## src/rtl/sram_access_arbiter.sv

```systemverilog
// Round-robin arbiter and strobe sequencer for a 16-bit asynchronous SRAM shared by
// a read/write CPU port (A) and a read-only video fetch port (B).
module sram_access_arbiter #(
    parameter int ADDR_W    = 20,
    parameter int DATA_W    = 16,
    parameter int RD_CYCLES = 2,
    parameter int WR_CYCLES = 2
) (
    input  logic              clk_i,
    input  logic              rst_ni,
    input  logic              a_req_i,
    input  logic              a_we_i,
    input  logic [ADDR_W-1:0] a_addr_i,
    input  logic [DATA_W-1:0] a_wdata_i,
    input  logic [1:0]        a_be_i,
    output logic              a_ack_o,
    output logic [DATA_W-1:0] a_rdata_o,
    input  logic              b_req_i,
    input  logic [ADDR_W-1:0] b_addr_i,
    output logic              b_ack_o,
    output logic [DATA_W-1:0] b_rdata_o,
    output logic              sram_ce_n_o,
    output logic              sram_oe_n_o,
    output logic              sram_we_n_o,
    output logic              sram_lb_n_o,
    output logic              sram_ub_n_o,
    output logic [ADDR_W-1:0] sram_addr_o,
    output logic [DATA_W-1:0] dq_out_o,
    output logic              dq_oe_o,
    input  logic [DATA_W-1:0] dq_in_i,
    output logic              busy_o
);

    // state  | meaning
    // IDLE   | arbitrate, latch the winner's command
    // SETUP  | address and CE valid, OE (read) or data drive (write) set up
    // ACCESS | read wait or WE low, timed by down-counter
    // DONE   | strobes released, ack pulse, write data still held
    typedef enum logic [1:0] {IDLE, SETUP, ACCESS, DONE} state_t;

    localparam int CNT_W = 8;
    localparam logic [CNT_W-1:0] RD_LOAD = CNT_W'(RD_CYCLES - 1);
    localparam logic [CNT_W-1:0] WR_LOAD = CNT_W'(WR_CYCLES - 1);

    state_t            state_q;
    logic [CNT_W-1:0]  cnt_q;
    logic              last_grant_b_q;
    logic              gnt_b_q;
    logic              wr_q;
    logic              a_ack_q, b_ack_q;
    logic [DATA_W-1:0] a_rdata_q, b_rdata_q;
    logic              ce_n_q, oe_n_q, we_n_q, lb_n_q, ub_n_q;
    logic [ADDR_W-1:0] addr_q;
    logic [DATA_W-1:0] dq_out_q;
    logic              dq_oe_q;
    logic              busy_q;

    logic gnt_b_d;
    logic wr_d;

    // On a tie the port that did not win last time gets the bus.
    assign gnt_b_d = b_req_i & (~a_req_i | ~last_grant_b_q);
    assign wr_d    = ~gnt_b_d & a_we_i;

    always_ff @(posedge clk_i or negedge rst_ni) begin
        if (!rst_ni) begin
            state_q        <= IDLE;
            cnt_q          <= '0;
            last_grant_b_q <= 1'b1;
            gnt_b_q        <= 1'b0;
            wr_q           <= 1'b0;
            a_ack_q        <= 1'b0;
            b_ack_q        <= 1'b0;
            a_rdata_q      <= '0;
            b_rdata_q      <= '0;
            ce_n_q         <= 1'b1;
            oe_n_q         <= 1'b1;
            we_n_q         <= 1'b1;
            lb_n_q         <= 1'b1;
            ub_n_q         <= 1'b1;
            addr_q         <= '0;
            dq_out_q       <= '0;
            dq_oe_q        <= 1'b0;
            busy_q         <= 1'b0;
        end else begin
            a_ack_q <= 1'b0;
            b_ack_q <= 1'b0;
            case (state_q)
                IDLE: begin
                    if (a_req_i || b_req_i) begin
                        state_q        <= SETUP;
                        busy_q         <= 1'b1;
                        gnt_b_q        <= gnt_b_d;
                        last_grant_b_q <= gnt_b_d;
                        wr_q           <= wr_d;
                        addr_q         <= gnt_b_d ? b_addr_i : a_addr_i;
                        ce_n_q         <= 1'b0;
                        if (wr_d) begin
                            oe_n_q   <= 1'b1;
                            dq_oe_q  <= 1'b1;
                            dq_out_q <= a_wdata_i;
                            lb_n_q   <= ~a_be_i[0];
                            ub_n_q   <= ~a_be_i[1];
                            cnt_q    <= WR_LOAD;
                        end else begin
                            oe_n_q <= 1'b0;
                            lb_n_q <= 1'b0;
                            ub_n_q <= 1'b0;
                            cnt_q  <= RD_LOAD;
                        end
                    end
                end
                SETUP: begin
                    state_q <= ACCESS;
                    if (wr_q) begin
                        we_n_q <= 1'b0;
                    end
                end
                ACCESS: begin
                    if (cnt_q == '0) begin
                        state_q <= DONE;
                        ce_n_q  <= 1'b1;
                        oe_n_q  <= 1'b1;
                        we_n_q  <= 1'b1;
                        lb_n_q  <= 1'b1;
                        ub_n_q  <= 1'b1;
                        a_ack_q <= ~gnt_b_q;
                        b_ack_q <= gnt_b_q;
                        if (!wr_q && !gnt_b_q) begin
                            a_rdata_q <= dq_in_i;
                        end
                        if (!wr_q && gnt_b_q) begin
                            b_rdata_q <= dq_in_i;
                        end
                    end else begin
                        cnt_q <= cnt_q - 1'b1;
                    end
                end
                DONE: begin
                    // Write data was held through DONE; release the bus for turnaround.
                    state_q <= IDLE;
                    dq_oe_q <= 1'b0;
                    busy_q  <= 1'b0;
                end
                default: begin
                    state_q <= IDLE;
                end
            endcase
        end
    end

    assign a_ack_o     = a_ack_q;
    assign b_ack_o     = b_ack_q;
    assign a_rdata_o   = a_rdata_q;
    assign b_rdata_o   = b_rdata_q;
    assign sram_ce_n_o = ce_n_q;
    assign sram_oe_n_o = oe_n_q;
    assign sram_we_n_o = we_n_q;
    assign sram_lb_n_o = lb_n_q;
    assign sram_ub_n_o = ub_n_q;
    assign sram_addr_o = addr_q;
    assign dq_out_o    = dq_out_q;
    assign dq_oe_o     = dq_oe_q;
    assign busy_o      = busy_q;

endmodule

```

## config.mk

```make
export PLATFORM = sky130hd
export DESIGN_NAME = sram_access_arbiter
export DESIGN_NICKNAME = d
export VERILOG_FILES = /design/src/rtl/sram_access_arbiter.sv
export SDC_FILE = /design/constraint.sdc
export NUM_CORES = 1
export LEC_CHECK = 0
export ABC_CLOCK_PERIOD_IN_PS = 4400
export CORE_UTILIZATION = 47
export CTS_CLUSTER_SIZE = 8
export DETAILED_ROUTE_END_ITERATION = 10
export GPL_TIMING_DRIVEN = 0
export PLACE_DENSITY = 0.86
export SLEW_MARGIN = 30
export SYNTH_ARGS = -nofsm -noshare
export SYNTH_HDL_FRONTEND = slang
export SYNTH_SLANG_ARGS = --single-unit
```

## constraint.sdc

```tcl
create_clock -name clk_i -period 4.4 [get_ports clk_i]
set_clock_uncertainty 0.15 [all_clocks]
set_input_delay 0.44 -clock clk_i [delete_from_list [all_inputs] [get_ports clk_i]]
set_output_delay 0.44 -clock clk_i [all_outputs]
set_load 0.05 [all_outputs]
```

==> results.md <==
- The clock transition at the registers of the reported paths is 0.09 ns.
- The most instantiated flip-flop cell in the synthesis netlist is sky130_fd_sc_hd__dfrtp_1.
- The headroom to the max-slew limit is 59.2%.
- The fraction of registers with async set or reset after synthesis is 100%.
- Counting every sink on the clock net gives 90.
- The number of flops mapped to enable cells by yosys is 0.
- The run finished with clean final reports.
- The initialized floorplan defines 32 standard-cell rows.
- The die covers 0.00868 mm².
- Setup violations remaining at the end of the flow were counted as 0.
- The overall global routing resource usage is 22.1%.
- The critical path is of the reg -> reg type.
- The number of endpoints with negative hold slack in the final report is 0.
- The share of cells above drive strength 1 is 19.5%.
- STA puts the critical path data required time at 4.49 ns.
- Once layout is done, the placed cells without fillers occupy 0.00583 mm².
- The routed length per instance is 15.9 µm.
- The repair_antennas step left the layout with diodes totalling 0.
- The horizontal die dimension is 93.2 µm.
- The minimum period implied by the final worst setup slack is 2.60 ns.
- Once placement finished, the instance area stood at 0.00560 mm².
- For this design the top-level I/O count stands at 156.
- STA classifies the critical path startpoint as a flop.
- During placement, the flow inserted port buffers numbering 154.
- The peak clock frequency supported by timing is 0.384 GHz.
- After the first detailed-routing iteration, the DRC count stood at 131.
- The share of power burned in combinational logic is 57.8%.
- Detailed placement ended at an HPWL of 7120 µm.
- Yosys mapped the design onto 43 distinct sky130hd cell types.
- The leakage power total is 2.54 nW.
- Internal power comes to 2.52 mW.
- Of the total power, the clock network draws 12.2%.
- The critical path data arrival time is 2.69 ns.
- The core region area is 0.00789 mm².
- For this design the total switching power over the nets is 2.25 mW.
- The class of the most critical hold timing path is in -> reg.
- The post-synth net total is 386.
- The share of total power in sequential cells is 30.1%.
- The final routed wirelength across all metal layers is 9150 µm.
- After detailed routing, the number of remaining DRC violations is 0.
- TritonCTS built the clock tree.
- The endpoint kind of the worst setup timing path is a flop.
- At the pin with the least slew margin, the transition time is 0.608 ns.
- The first TritonRoute pass finished after 4 iterations.
- The number of warnings printed during yosys synthesis is 0.
- The number of nets in the layout is 553.
- The maximum buffer depth of the clock tree is 2.
- In this run the cell area of the synthesized design comes to 0.00391 mm².
- The setup slack of the critical path after layout is 1.80 ns.
- The worst setup timing slack at the placement stage is 1.52 ns.
- Overall power consumption after layout is estimated at 4.77 mW.
- The total of max-cap violations is 0.
- The number of nets with antenna violations after routing is 0.
- The power density over the cells is 819 mW/mm².
- Of the total power, the share spent switching nets is 47.2%.
- Leaving out fill and tap cells, the most frequent cell in the layout is sky130_fd_sc_hd__clkdlybuf4s50_1.
- The maximum fanout along the worst path is 10.
- The worst voltage drop across the vdd grid is 405 µV.
- Using the TritonRoute via totals, the vias-per-cell ratio works out to 5.21.
- The vias after detailed routing is 2997.
- The global-route wire length before repair is 14700 µm.
- The number of max-slew violations in the final report was 0.
- Setup repair after global routing left no endpoint under its margin.
- Synthesis handed over a netlist of 301 instances.
- The synthesized design contains 90 register bits.
- The filler cells instantiated in the layout total 521.
- The top cell types in the final layout, fill and taps aside, are 153 x sky130_fd_sc_hd__clkdlybuf4s50_1, 84 x sky130_fd_sc_hd__dfrtp_1, 43 x sky130_fd_sc_hd__mux2_2.
- Clock tree synthesis selected as its root buffer the cell sky130_fd_sc_hd__clkbuf_8.
- The number of global-route vias before repair is 3092.
- The layout overhead on the synthesized area is 49.1%.
- The starting density of the core is 49.5%.
- Clock tree synthesis inserted a total of 9 buffers.
- The post-route fraction of the period consumed by the critical path is 59.2%.
- In this run, post-CTS repair resized a total of 0 instances.
- The average instance in the mapped netlist occupies 13.0 µm².
- Summed over all layers, the global routing overflow is 0.
- The pin count of the biggest net entering global routing is 55.
- The clock latency on the worst-skew pair is 0.35 ns.
- The number of antenna violations at the first check in global routing is 0.
- The vertical die dimension is 93.2 µm.
- The portion of the post-synthesis area used by sequential elements is 57.8%.
- The number of levels the H-tree was split into is 3.
- The final weighted congestion in routability-driven placement is 0.852.
state kept, by name, summed over array words and instances, names as in the netlist:
register	count
busy_o	1
cnt_q	8
a_rdata_o	16
dq_oe_o	1
b_rdata_o	16
state_q	2
wr_q	1
sram_lb_n_o	1
gnt_b_q	1
sram_ce_n_o	1
dq_out_o	16
sram_we_n_o	1
b_ack_o	1
sram_addr_o	20
last_grant_b_q	1
a_ack_o	1
sram_oe_n_o	1
sram_ub_n_o	1
path summary, 6_finish.rpt:
kind                           from              to  slack, ns  depth (start not counted)
max                        cnt_q[1]    a_rdata_o[5]       1.80                          7
min                         a_req_i  last_grant_b_q       0.27                          2
max reg2reg                cnt_q[1]    a_rdata_o[5]       1.80                          7
min reg2reg                 gnt_b_q         a_ack_o       0.33                          1
max in group asynchronous    rst_ni     sram_lb_n_o       3.07                          3
min in group asynchronous    rst_ni         dq_oe_o       0.40                          2
cell usage after synthesis (2+ instances only):
master / count / area share (%)
sky130_fd_sc_hd__dfstp_2: 6 / 4.0
sky130_fd_sc_hd__or2_2: 2 / 0.32
sky130_fd_sc_hd__mux2_2: 43 / 12
sky130_fd_sc_hd__a21oi_1: 9 / 1.2
sky130_fd_sc_hd__buf_2: 4 / 0.51
sky130_fd_sc_hd__or3_1: 3 / 0.48
sky130_fd_sc_hd__ha_1: 6 / 1.9
sky130_fd_sc_hd__mux2i_1: 21 / 5.4
sky130_fd_sc_hd__inv_1: 9 / 0.86
sky130_fd_sc_hd__or4_1: 2 / 0.38
sky130_fd_sc_hd__nand2_1: 28 / 2.7
sky130_fd_sc_hd__a41o_1: 2 / 0.51
sky130_fd_sc_hd__o31ai_1: 2 / 0.38
sky130_fd_sc_hd__o22ai_1: 2 / 0.32
sky130_fd_sc_hd__o21ai_0: 28 / 3.6
sky130_fd_sc_hd__clkbuf_1: 6 / 0.58
sky130_fd_sc_hd__mux2_4: 10 / 3.8
sky130_fd_sc_hd__a31oi_1: 3 / 0.48
sky130_fd_sc_hd__dfrtp_1: 84 / 54
sky130_fd_sc_hd__nor2_1: 8 / 0.77
cell type report:
cell class / count / area, µm² / area share [%]
plain buffers: 14 / 86.3 / 1.48
clock buffers: 10 / 138 / 2.36
clock inverters: 6 / 73.8 / 1.27
inverters: 9 / 33.8 / 0.580
multi-input cells: 188 / 1530 / 26.2
flip-flops and latches: 90 / 2260 / 38.8
well taps: 102 / 128 / 2.19
repair buffers: 156 / 1580 / 27.1
repair_timing:
item                      4_1_cts  5_1_grt
hold endpoints to repair       35        0
buffers inserted                0        0
hold buffers                    1        0
stage by stage:
step / instances / utilization [%] / hold slack [ns] / TNS (ns)
CTS: 575 / 73.9 / 0.262 / 0
detailed placement: 558 / 71.1 / 0.209 / 0
global placement: 557 / 70.7 / 0.307 / -37.28
floorplan: 301 / - / -0.00559 / 0
finish: 575 / 73.9 / 0.272 / 0
global route: 575 / 73.9 / 0.290 / 0
layer usage:
metal | routed length, µm | GRT usage (%)
met5 | 0 | 0
met1 | 3710 | 25.9
met3 | 599 | 6.42
met2 | 4620 | 39.2
met4 | 216 | 6.15
kinds of logic after synthesis:
family | after synthesis | synth area share (%)
AOI/OAI and AO/OA | 53 | 8.10
adders and majority gates | 6 | 1.92
buffers and inverters | 23 | 3.07
DFF | 90 | 57.8
muxes | 74 | 21.6
and+or+nand+nor | 55 | 7.43
critical path, stage by stage (launching register included):
cell                      delay, ns
sky130_fd_sc_hd__dfrtp_1       0.37
sky130_fd_sc_hd__inv_1         0.09
sky130_fd_sc_hd__ha_1          0.28
sky130_fd_sc_hd__nor4b_4       0.28
sky130_fd_sc_hd__nand3_2       0.18
sky130_fd_sc_hd__nor3_2        0.48
sky130_fd_sc_hd__buf_4         0.31
sky130_fd_sc_hd__mux2_2        0.36
power by group through the flow:
stage | combinational, mW | sequential [mW] | clock, mW
2_1_floorplan | 0.733 | 2.53 | 0
3_3_place_gp | 2.70 | 1.42 | 0
3_5_place_dp | 2.76 | 1.45 | 0
4_1_cts | 2.77 | 1.43 | 0.596
5_1_grt | 2.91 | 1.48 | 0.622
6_report | 2.76 | 1.43 | 0.580
Note: power is estimated with default switching activity, not from simulation.
